File: src/rtl/moving_average_pkg.sv
// Moving-average shared definitions: window sizing,
// accumulator width and rounding-mode constants.
package moving_average_pkg;

  localparam int ROUND_TRUNC   = 0;
  localparam int ROUND_HALF_UP = 1;

  function automatic int ma_depth(int log2_depth);
    return 1 << log2_depth;
  endfunction

  function automatic int ma_acc_w(int data_w, int log2_depth);
    return data_w + log2_depth;
  endfunction

  function automatic int ma_round_bias(int round, int log2_depth);
    if (round == ROUND_HALF_UP && log2_depth > 0)
      return 1 << (log2_depth - 1);
    return 0;
  endfunction

endpackage

File: src/rtl/ma_delay_line.sv
// Circular sample window; oldest_o is the sample that the
// next write overwrites, zero until the window has filled.
module ma_delay_line
  import moving_average_pkg::*;
#(
  parameter int DATA_W     = 8,
  parameter int LOG2_DEPTH = 4
) (
  input  logic                     system1000,
  input  logic                     system1000_rstn,
  input  logic                     clear_i,
  input  logic                     wr_en_i,
  input  logic signed [DATA_W-1:0] wr_data_i,
  output logic signed [DATA_W-1:0] oldest_o
);

  localparam int DEPTH = ma_depth(LOG2_DEPTH);
  localparam int PTR_W = (LOG2_DEPTH > 0) ? LOG2_DEPTH : 1;

  logic signed [DATA_W-1:0] mem_q [DEPTH];
  logic [PTR_W-1:0]         ptr_q;
  logic [PTR_W-1:0]         ptr_d;

  assign ptr_d = (ptr_q == PTR_W'(DEPTH - 1)) ? '0
                                              : ptr_q + 1'b1;
  assign oldest_o = mem_q[ptr_q];

  always_ff @(posedge system1000 or negedge system1000_rstn) begin
    if (!system1000_rstn) begin
      for (int i = 0; i < DEPTH; i++) mem_q[i] <= '0;
      ptr_q <= '0;
    end else if (clear_i) begin
      for (int i = 0; i < DEPTH; i++) mem_q[i] <= '0;
      ptr_q <= '0;
    end else if (wr_en_i) begin
      mem_q[ptr_q] <= wr_data_i;
      ptr_q        <= ptr_d;
    end
  end

endmodule

File: src/rtl/moving_average_param.sv
// Windowed running sum and mean over the last DEPTH
// accepted samples, result registered one cycle later.
module moving_average_param
  import moving_average_pkg::*;
#(
  parameter int DATA_W     = 8,
  parameter int LOG2_DEPTH = 4,
  parameter int ROUND      = 0,
  localparam int ACC_W     = ma_acc_w(DATA_W, LOG2_DEPTH)
) (
  input  logic                     system1000,
  input  logic                     system1000_rstn,
  input  logic                     clear,
  input  logic                     in_valid,
  input  logic signed [DATA_W-1:0] in_data,
  output logic                     out_valid,
  output logic signed [DATA_W-1:0] out_mean,
  output logic signed [ACC_W-1:0]  out_sum,
  output logic                     window_full
);

  localparam int DEPTH = ma_depth(LOG2_DEPTH);
  localparam int CNT_W = LOG2_DEPTH + 1;
  localparam logic signed [ACC_W-1:0] BIAS =
    ACC_W'(ma_round_bias(ROUND, LOG2_DEPTH));

  logic                     accept;
  logic signed [DATA_W-1:0] oldest;
  logic signed [ACC_W-1:0]  in_ext;
  logic signed [ACC_W-1:0]  old_ext;
  logic signed [ACC_W-1:0]  sum_q;
  logic signed [ACC_W-1:0]  sum_d;
  logic signed [ACC_W-1:0]  rnd_sum;
  logic signed [DATA_W-1:0] mean_q;
  logic signed [DATA_W-1:0] mean_d;
  logic                     valid_q;
  logic [CNT_W-1:0]         cnt_q;
  logic [CNT_W-1:0]         cnt_d;

  assign accept = in_valid & ~clear;

  ma_delay_line #(
    .DATA_W     (DATA_W),
    .LOG2_DEPTH (LOG2_DEPTH)
  ) u_line (
    .system1000      (system1000),
    .system1000_rstn (system1000_rstn),
    .clear_i         (clear),
    .wr_en_i         (accept),
    .wr_data_i       (in_data),
    .oldest_o        (oldest)
  );

  assign in_ext  = ACC_W'(in_data);
  assign old_ext = ACC_W'(oldest);
  assign sum_d   = sum_q + in_ext - old_ext;

  // Bias cannot overflow: max sum is below 2**(ACC_W-1) by DEPTH.
  assign rnd_sum = sum_d + BIAS;
  assign mean_d  = DATA_W'(rnd_sum >>> LOG2_DEPTH);

  assign cnt_d = (cnt_q == CNT_W'(DEPTH)) ? cnt_q
                                          : cnt_q + 1'b1;

  always_ff @(posedge system1000 or negedge system1000_rstn) begin
    if (!system1000_rstn) begin
      sum_q   <= '0;
      mean_q  <= '0;
      valid_q <= 1'b0;
      cnt_q   <= '0;
    end else if (clear) begin
      sum_q   <= '0;
      mean_q  <= '0;
      valid_q <= 1'b0;
      cnt_q   <= '0;
    end else begin
      valid_q <= accept;
      if (accept) begin
        sum_q  <= sum_d;
        mean_q <= mean_d;
        cnt_q  <= cnt_d;
      end
    end
  end

  assign out_valid   = valid_q;
  assign out_mean    = mean_q;
  assign out_sum     = sum_q;
  assign window_full = (cnt_q == CNT_W'(DEPTH));

endmodule

File: config.mk
export PLATFORM = sky130hd
export DESIGN_NAME = moving_average_param
export DESIGN_NICKNAME = d
export VERILOG_FILES = /design/src/rtl/moving_average_pkg.sv /design/src/rtl/ma_delay_line.sv /design/src/rtl/moving_average_param.sv
export SDC_FILE = /design/constraint.sdc
export NUM_CORES = 1
export LEC_CHECK = 0
export ABC_AREA = 1
export CAP_MARGIN = 20
export CORE_UTILIZATION = 55
export DETAILED_ROUTE_END_ITERATION = 16
export PLACE_DENSITY = 0.76
export SLEW_MARGIN = 20
export SYNTH_ARGS = -nofsm -noshare
export SYNTH_HDL_FRONTEND = slang
export SYNTH_HIERARCHICAL = 1
export SYNTH_SLANG_ARGS = --single-unit
File: constraint.sdc
create_clock -name system1000 -period 2.6 [get_ports system1000]
set_input_delay 0.65 -clock system1000 [delete_from_list [all_inputs] [get_ports system1000]]
set_output_delay 0.65 -clock system1000 [all_outputs]
set_load 0.1 [all_outputs]
After elaboration in Yosys (flattened, before gate mapping)
Index checks and enable logic that the tools add are counted.
Widths: inputs -> output; s select.
- register bits: 158
- input bits: 12
- output and inout bits: 22
- word-level logic and storage cells: 55
- add/subtract/negate cells: 4
- $lt $le $gt $ge: 2
- equality and inequality tests: 3
- mux-type cells: 19
- bitwise logic cells: 3
- reductions and logical operators: 3
- operators with widths (cell ; count):
    $mux 128 ; 2
    $bwmux 128 ; 1
    $mux 8 ; 5
    $bmux 8 s4 ; 1
    $demux 8 s4 ; 1
    $mux 12 ; 2
    $mux 5 ; 3
    $add 12x8->12 ; 1
    $mux 4 ; 3
    $sub 12x8->12 ; 1
    $add 5x1->5 const B ; 1
    $eq 5x5->1 const B ; 1
    $ge 5x5->1 const B ; 1
    $lt 5x1->1 const B ; 1
    $not 4->5 ; 1
    $add 4x1->4 const B ; 1
    $eq 4x4->1 const B ; 1
    $ne 2x2->1 const B ; 1
    $reduce_and 2->1 ; 1
    $reduce_bool 2->1 ; 1
    $and 1x1->1 ; 1
    $logic_and 1x1->1 ; 1
    $mux 1 ; 1
    $not 1->1 ; 1

Logic depth before layout (Yosys ltp)
Gate-level depths: netlist (run 1).
- depth after elaboration: 8
- depth in mapped cells: 23
- mapped depth without buffers: 21

Hierarchy
Netlist (run 1), hierarchy kept.
- by module, submodules not included (module ; instances ; cells each ; area each (um2) ; sequential area each (um2)):
    ma_delay_line ; 1 ; 814 ; 6522.5 ; 3303.2
    moving_average_param ; 1 ; 265 ; 1833.0 ; 450.4

Worst setup path after synthesis (run 1)
OpenSTA, ideal clock, no wires.
- path type: flip-flop to flip-flop
- start point: reg u_line.ptr_q[0]
- end point: reg sum_q[8], in the netlist out_sum[8]
- library setup time: 123 ps
- arrival time: 2704 ps
- required time: 2477 ps
- slack: -226 ps
- stages on the path, launching flop included: 23
- buffers on the path: 2
- clock period less this slack: 2826 ps
- path through: dfrtp_1 inv_1 buf_2 buf_2 nand2_1 nand3_1 nand2_1 nand2_1 nand2_1 inv_1 nand2_1 ha_1 inv_1 ha_1 fa_1 inv_1 nor2_2 nor2_2 inv_2 nand2_1 nand2_1 nor2_1 o21ai_2
- word-level cells in the longest chain between the ends: 7
- RTL lines (item ; RTL line ; RTL):
    start, declared ; ma_delay_line.sv:21 ; logic [PTR_W-1:0] ptr_q;
    start signal, assigned ; ma_delay_line.sv:37 ; ptr_q <= ptr_d;
    $not 4->5 (not written as such) ; ma_delay_line.sv:26 ; assign oldest_o = mem_q[ptr_q];
    $bmux 8 s4 ; ma_delay_line.sv:26 ;
    $mux 8 (not written as such) (2 in a row) ; ma_delay_line.sv:26 ;
    named net oldest[0] ; moving_average_param.sv:28 ; logic signed [DATA_W-1:0] oldest;
    $sub 12x8->12 ; moving_average_param.sv:56 ; assign sum_d = sum_q + in_ext - old_ext;
    $mux 12 ; moving_average_param.sv:78 ; if (accept) begin
    $mux 12 ; moving_average_param.sv:71 ; end else if (clear) begin
    end signal, assigned ; moving_average_param.sv:79 ; sum_q <= sum_d;
    end, declared ; moving_average_param.sv:31 ; logic signed [ACC_W-1:0] sum_q;
The timed path passes the listed nets, and every way through them passes these cells. The select of a mux whose other input is x is not followed.
A chain may end at the register's enable or synchronous reset.

Final worst setup path (run 1)
Same ends and word-level chain as after synthesis.

==> results.txt, run 1 <==
final wirelength = 23800 µm
total length of routed met3 wires = 1750 µm
number of antenna violations at the first check in global routing = 0
worst relative slew slack = 64.1%
final design area excluding fillers = 10400 µm²
RSZ-0062 raised after global routing = yes
global route total overflow = 0
PnR worst setup slack = -405 ps
crit-path max FO = 7
count of endpoints failing hold in the final timing report = 0
Mapped Area = 8360 µm²
required arrival time at the worst endpoint = 2960 ps
worst-case vdd ir drop = 664 µV
Overall Global Routing Usage = 31.5%
Seq/Total Area, Yosys = 44.9%
maximum single-stage delay on the critical path = 450 ps
cell breakdown of the critical path = buf_12 > buf_12 > buf_16 > nand2_2 > nand3_2 > nand2_1 > nand2_1 > nand2_1 > inv_2 > nand2_2 > fa_1 > inv_2 > ha_4 > nand2_2 > nor2_2 > nor2_2 > inv_2 > nand2_1 > nand2_1 > nand2_1 > nand2_1 > o21ai_2
result of the run = complete, but fails checks
clock-pin transition on the worst setup and hold timing paths = 60 ps
kind of critical path = flip-flop to flip-flop
Max Clk Rate = 0.333 GHz
Hold Crit Class = input pin to async pin
worst reg2reg path endpoint = out_sum[8]
Final period util = 116%
crit-path most repeated cell = nand2_1
Hold-fix buffers, CTS = 0
Row Count = 44
Power Density = 868 nW/µm²
clock insertion delay at the later pin of the skew report = 430 ps
Sum Neg Setup Slack = -3000 ps
fraction of layout cells with a size suffix above 1 = 22.9%
boundary pin count = 34
core region area = 14700 µm²
clock tree buffer depth = 2
highest routed metal layer = met4
layout net count = 1224
total buffers and inverters traversed by the critical path = 6
# Max-Cap Violations = 0
largest net degree at the start of global routing = 53
CP Data Arrival Time = 3370 ps
Pleak = 0.00540 µW
synth warn = 6
cell family with most CP delay = simple AND/OR/NAND/NOR gates
Pins Over Slew Limit = 0
global placer's final weighted congestion = 0.875
depth of the most critical reg-to-reg path = 22
placed inst area = 9320 µm²
worst clock skew = 10.4 ps
Syn Nets = 1121
clock tree from TritonCTS = yes
unique cell type count in the Yosys netlist = 29
failing checks = design-rule violations, negative setup slack
number of H-tree levels = 4
detailed-placement wirelength estimate = 15600 µm
Chip Width = 125 µm
number of DRC violations after detailed-routing iteration 0 = 671
Starting Density = 56.8%
post-synthesis cell count = 1079
clock sink count = 150
routed length on met2 = 11200 µm
Critical R2R Launch = u_line/ptr_q[0]
antenna fix cells = 0
first-pass GRT wire length = 38200 µm
Critical Path End Type = flip-flop
number of clock buffers inserted by TritonCTS = 17
number of detailed-routing iterations run before antenna repair = 13
end-of-flow core utilization = 71.1%
met1 wire length = 9840 µm
routed length per instance = 17.2 µm
height of the chip = 125 µm
via count = 7790
remaining antenna violation count = 0
DRC violations left = 2
number of synthesized register bits = 150
vias per cell = 5.65
element type at the critical path start = flip-flop
slowest cell on the critical path = dfrtp_2
Final Critical Period = 3000 ps
Place WS = -338 ps
input/output buffers = 33
Die Outline Area = 15700 µm²
Clock Root Buffer = clkbuf_16
setup slack on the worst flop-to-flop path = -400 ps
Mean Syn Cell Area = 7.74 µm²
slew of the pin with the lowest slew margin = 538 ps
Setup violations, final = 10
via count of the first global-routing pass = 7562
Area Growth Syn to Fin = 25.0%
==> cells in the final DEF (no fill, tap or decap), drive strengths merged, types with 12 or more instances in the layout <==
cell type / instances
nand2: 336
inv: 235
dfrtp: 150
o22ai: 121
buf: 121
nand3: 85
nor2: 26
o21ai: 25
ha: 19
clkbuf: 18
nand4: 12
==> worst reg2reg max path, delay by kind of cell (launching register included) <==
family / cells / cell delay, ps
buffers and inverters: 6 / 620
AOI/OAI and AO/OA: 1 / 130
DFF: 1 / 450
and+or+nand+nor: 13 / 1060
adders and majority gates: 2 / 680
==> cells in the mapped netlist <==
cell | number | area (µm²)
nand2_1 | 311 | 1170
inv_1 | 226 | 848
dfrtp_1 | 150 | 3750
o22ai_1 | 121 | 757
nand3_1 | 85 | 425
nor2_1 | 21 | 78.8
buf_2 | 20 | 100
o21ai_0 | 20 | 100
ha_1 | 19 | 238
buf_4 | 15 | 113
nand2_2 | 15 | 93.8
fa_1 | 11 | 220
nand4_1 | 11 | 68.8
nand2_4 | 10 | 113
clkbuf_1 | 8 | 30.0
a21oi_1 | 7 | 35.0
inv_2 | 7 | 26.3
buf_6 | 3 | 33.8
nor2_2 | 3 | 18.8
o21ai_1 | 3 | 15.0
a21oi_4 | 2 | 32.5
nor2_4 | 2 | 22.5
nor3_1 | 2 | 10.0
o21ai_2 | 2 | 17.5
a21oi_2 | 1 | 8.76
a31o_2 | 1 | 8.76
buf_1 | 1 | 3.75
clkinv_1 | 1 | 3.75
nand4_2 | 1 | 12.5
==> worst max-delay path by stage <==
stage | from | endpoint | slack, ps | cells after the start
floorplan | u_line/ptr_q[0] | out_sum[8] | -50 | 22
global placement | in_data[6] | out_sum[10] | -280 | 12
detailed placement | in_data[7] | out_sum[9] | -340 | 12
CTS | u_line/ptr_q[0] | out_sum[8] | -250 | 21
global route | u_line/ptr_q[0] | out_sum[8] | -510 | 22
finish | u_line/ptr_q[0] | out_sum[8] | -400 | 22
==> routing by layer <==
metal  global-route usage [%]  vias up
met1                     41.3     3726
met3                     5.18       79
met5                        0        -
met2                     50.9      378
met4                     16.4        0
li1                         -     3607
==> what timing repair did <==
| item | 4_1_cts | 5_1_grt |
|---|---|---|
| endpoints found under the setup margin | 11 | 11 |
| cloned | 4 | 0 |
| setup buffers | 7 | 6 |
| pin swaps | 26 | 4 |
| resized for setup | 65 | 24 |
==> kinds of logic after synthesis <==
family / after synthesis / share of synthesized area [%]
simple gates: 461 / 24.1
fa+ha+maj: 30 / 5.48
flops: 150 / 44.9
buf+inv: 281 / 13.9
compound gates: 157 / 11.7
==> power breakdown <==
group          switching, µW  internal (µW)  total, µW  leakage (µW)
sequential              83.7           2430       2520       0.00207
combinational           2700           1390       4090       0.00305
clock                   1010           1440       2460      0.000281
==> area by class of cell <==
| type | instances | area (µm²) |
|---|---|---|
| inverters | 234 | 885 |
| repair buffers | 131 | 1250 |
| well taps | 184 | 230 |
| flip-flops and latches | 150 | 3760 |
| clock buffers | 18 | 439 |
| clock inverters | 14 | 151 |
| multi-input cells | 648 | 3730 |
| fillers | 1073 | 4250 |
==> through the flow <==
stage,total power (µW),std cells,hold slack [ps]
6_report,9060,1379,175
5_1_grt,9460,1379,209
4_1_cts,8750,1373,185
3_5_place_dp,5890,1330,510
3_3_place_gp,5840,1330,500
2_1_floorplan,5030,1079,354
==> flip-flops by register name (all words and copies together), names as in the netlist <==
name and flops:
u_line/mem_q 128, cnt_q 5, out_valid 1, u_line/ptr_q 4, out_sum 12
Note: power is estimated with default switching activity, not from simulation.
==> run 2: changes to the inputs <==
- CORE_MARGIN: not set -> 4
- GPL_ROUTABILITY_DRIVEN: not set -> 0
- PLACE_DENSITY: 0.76 -> 0.82
==> results.txt, run 2 (synthesized netlist as in run 1, its figures left out) <==
result of the run = complete, but fails checks
failing checks = negative setup slack
maximum single-stage delay on the critical path = 610 ps
Sum Neg Setup Slack = -4420 ps
largest net degree at the start of global routing = 93
height of the chip = 131 µm
worst relative slew slack = 66.4%
setup slack on the worst flop-to-flop path = -610 ps
Pins Over Slew Limit = 0
fraction of layout cells with a size suffix above 1 = 25.3%
core region area = 14700 µm²
Power Density = 898 nW/µm²
met2 usage = 45.7%
Die Outline Area = 17200 µm²
required arrival time at the worst endpoint = 2910 ps
DRC violations left = 0
slew of the pin with the lowest slew margin = 504 ps
count of endpoints failing hold in the final timing report = 0
# Max-Cap Violations = 0
via count of the first global-routing pass = 7930
clock tree from TritonCTS = yes
number of DRC violations after detailed-routing iteration 0 = 1247
via count = 8490
most common cell after layout, fill and taps aside = nand2_1
Cells after DPL = 1323
Critical Path End Type = flip-flop
first-pass GRT wire length = 40100 µm
input/output buffers = 33
CP Data Arrival Time = 3520 ps
Global Route met3 Usage = 7.22%
crit-path most repeated cell = nand2_1
Clock Root Buffer = clkbuf_16
final design area excluding fillers = 10700 µm²
Pleak = 0.00544 µW
Setup violations, final = 11
layout net count = 1223
worst clock skew = 8.01 ps
boundary pin count = 34
number of antenna violations at the first check in global routing = 0
vias per cell = 6.16
leading cell types in the layout, fill and taps excluded = nand2_1, inv_1, dfrtp_1
Final period util = 123%
GRT met1 Usage = 36.1%
PnR worst setup slack = -608 ps
post-route non-filler standard cell count = 1378
cell breakdown of the critical path = clkinv_4 > buf_12 > buf_16 > nand2_1 > nand3_1 > nand2_1 > nand2_1 > nand2_1 > inv_2 > nand2_2 > fa_1 > inv_1 > ha_4 > nand2_1 > nor2_1 > nand3_2 > nand3_1 > nand2_1 > nand3_1 > nand2_1
layer with the highest usage after global routing = met2
Chip Width = 131 µm
number of H-tree levels = 4
final wirelength = 27300 µm
Final Critical Period = 3210 ps
RSZ-0062 raised after global routing = yes
placed inst area = 9300 µm²
Overall Global Routing Usage = 28.8%
number of filler cells placed in the layout = 900
crit-path max FO = 6
number of flip-flops in the largest register = 128
number of clock buffers inserted by TritonCTS = 17
element type at the critical path start = flip-flop
remaining antenna violation count = 0
total buffers and inverters traversed by the critical path = 5
routed length per instance = 19.8 µm
global route total overflow = 0
number of detailed-routing iterations run before antenna repair = 14
antenna fix cells = 0
cell family with most CP delay = simple AND/OR/NAND/NOR gates
Row Count = 44
worst-case vdd ir drop = 596 µV
WHS = 525 ps
Starting Density = 56.8%
clock sink count = 150
Max Clk Rate = 0.312 GHz
slowest cell on the critical path = fa_1
kind of critical path = flip-flop to flip-flop
Largest Register = u_line/mem_q
Hold Crit Class = flip-flop to flip-flop
clock insertion delay at the later pin of the skew report = 430 ps
clock-pin transition on the worst setup and hold timing paths = 60 ps
Tot Pwr = 9580 µW
clock tree buffer depth = 2
Area Growth Syn to Fin = 27.6%
detailed-placement wirelength estimate = 15100 µm
[run 2: changes by cell type in the layout (fill, tap and decap cells not counted), sizes merged]
cell         change
clkinvlp         -1
clkinv           -3
buf              -2
clkbuf           +4
dlygate4sd3      +1
[run 2: worst min-delay path, stage by stage (launching register included)]
cell and delay [ps]:
dfrtp_1 320, inv_1 50, o22ai_1 110
[run 2: path summary, 6_finish.rpt]
check                                       start  depth (start not counted)                end
worst min register to register  u_line/mem_q[108]                          2  u_line/mem_q[108]
max in group asynchronous         system1000_rstn                          3         out_sum[6]
worst max-delay path              u_line/ptr_q[0]                         20        out_sum[10]
worst max register to register    u_line/ptr_q[0]                         20        out_sum[10]
worst min-delay path            u_line/mem_q[108]                          2  u_line/mem_q[108]
min in group asynchronous         system1000_rstn                          2   u_line/mem_q[83]
[run 2: repair_timing]
| item | 4_1_cts | 5_1_grt |
|---|---|---|
| endpoints found under the setup margin | 10 | 11 |
| gates resized for setup | 73 | 62 |
| hold buffers | 1 | 0 |
| pin swaps | 15 | 28 |
| hold endpoints to repair | 1 | 0 |
| gates cloned | 6 | 0 |
| setup buffers | 11 | 6 |
[run 2: layer usage]
layer  vias to the layer above  wire length, µm
li1                       3607                -
met1                      3953             9860
met2                       718            12400
met3                       212             3080
met4                         0             2020
met5                         -                0
[run 2: area by class of cell]
class,instances,area (µm²),area share (%)
Multi-Input combinational cell,648,3870,36.4
Sequential cell,150,3760,35.3
Timing Repair Buffer,130,1310,12.3
Inverter,234,885,8.30
Clock buffer,22,474,4.45
Tap cell,184,230,2.16
Clock inverter,10,119,1.12
[run 2: per-stage QoR]
stage / util (%) / setup slack [ps]
floorplan: - / -51.7
global placement: 63.3 / -295
detailed placement: 63.3 / -322
CTS: 70.9 / -226
global route: 72.5 / -660
finish: 72.5 / -608
[run 2: power breakdown]
group	internal (µW)	total, µW	switching, µW
Clock	1500	2490	992
Sequential	2430	2520	89.7
Combinational	1490	4570	3070
Total	5420	9580	4150
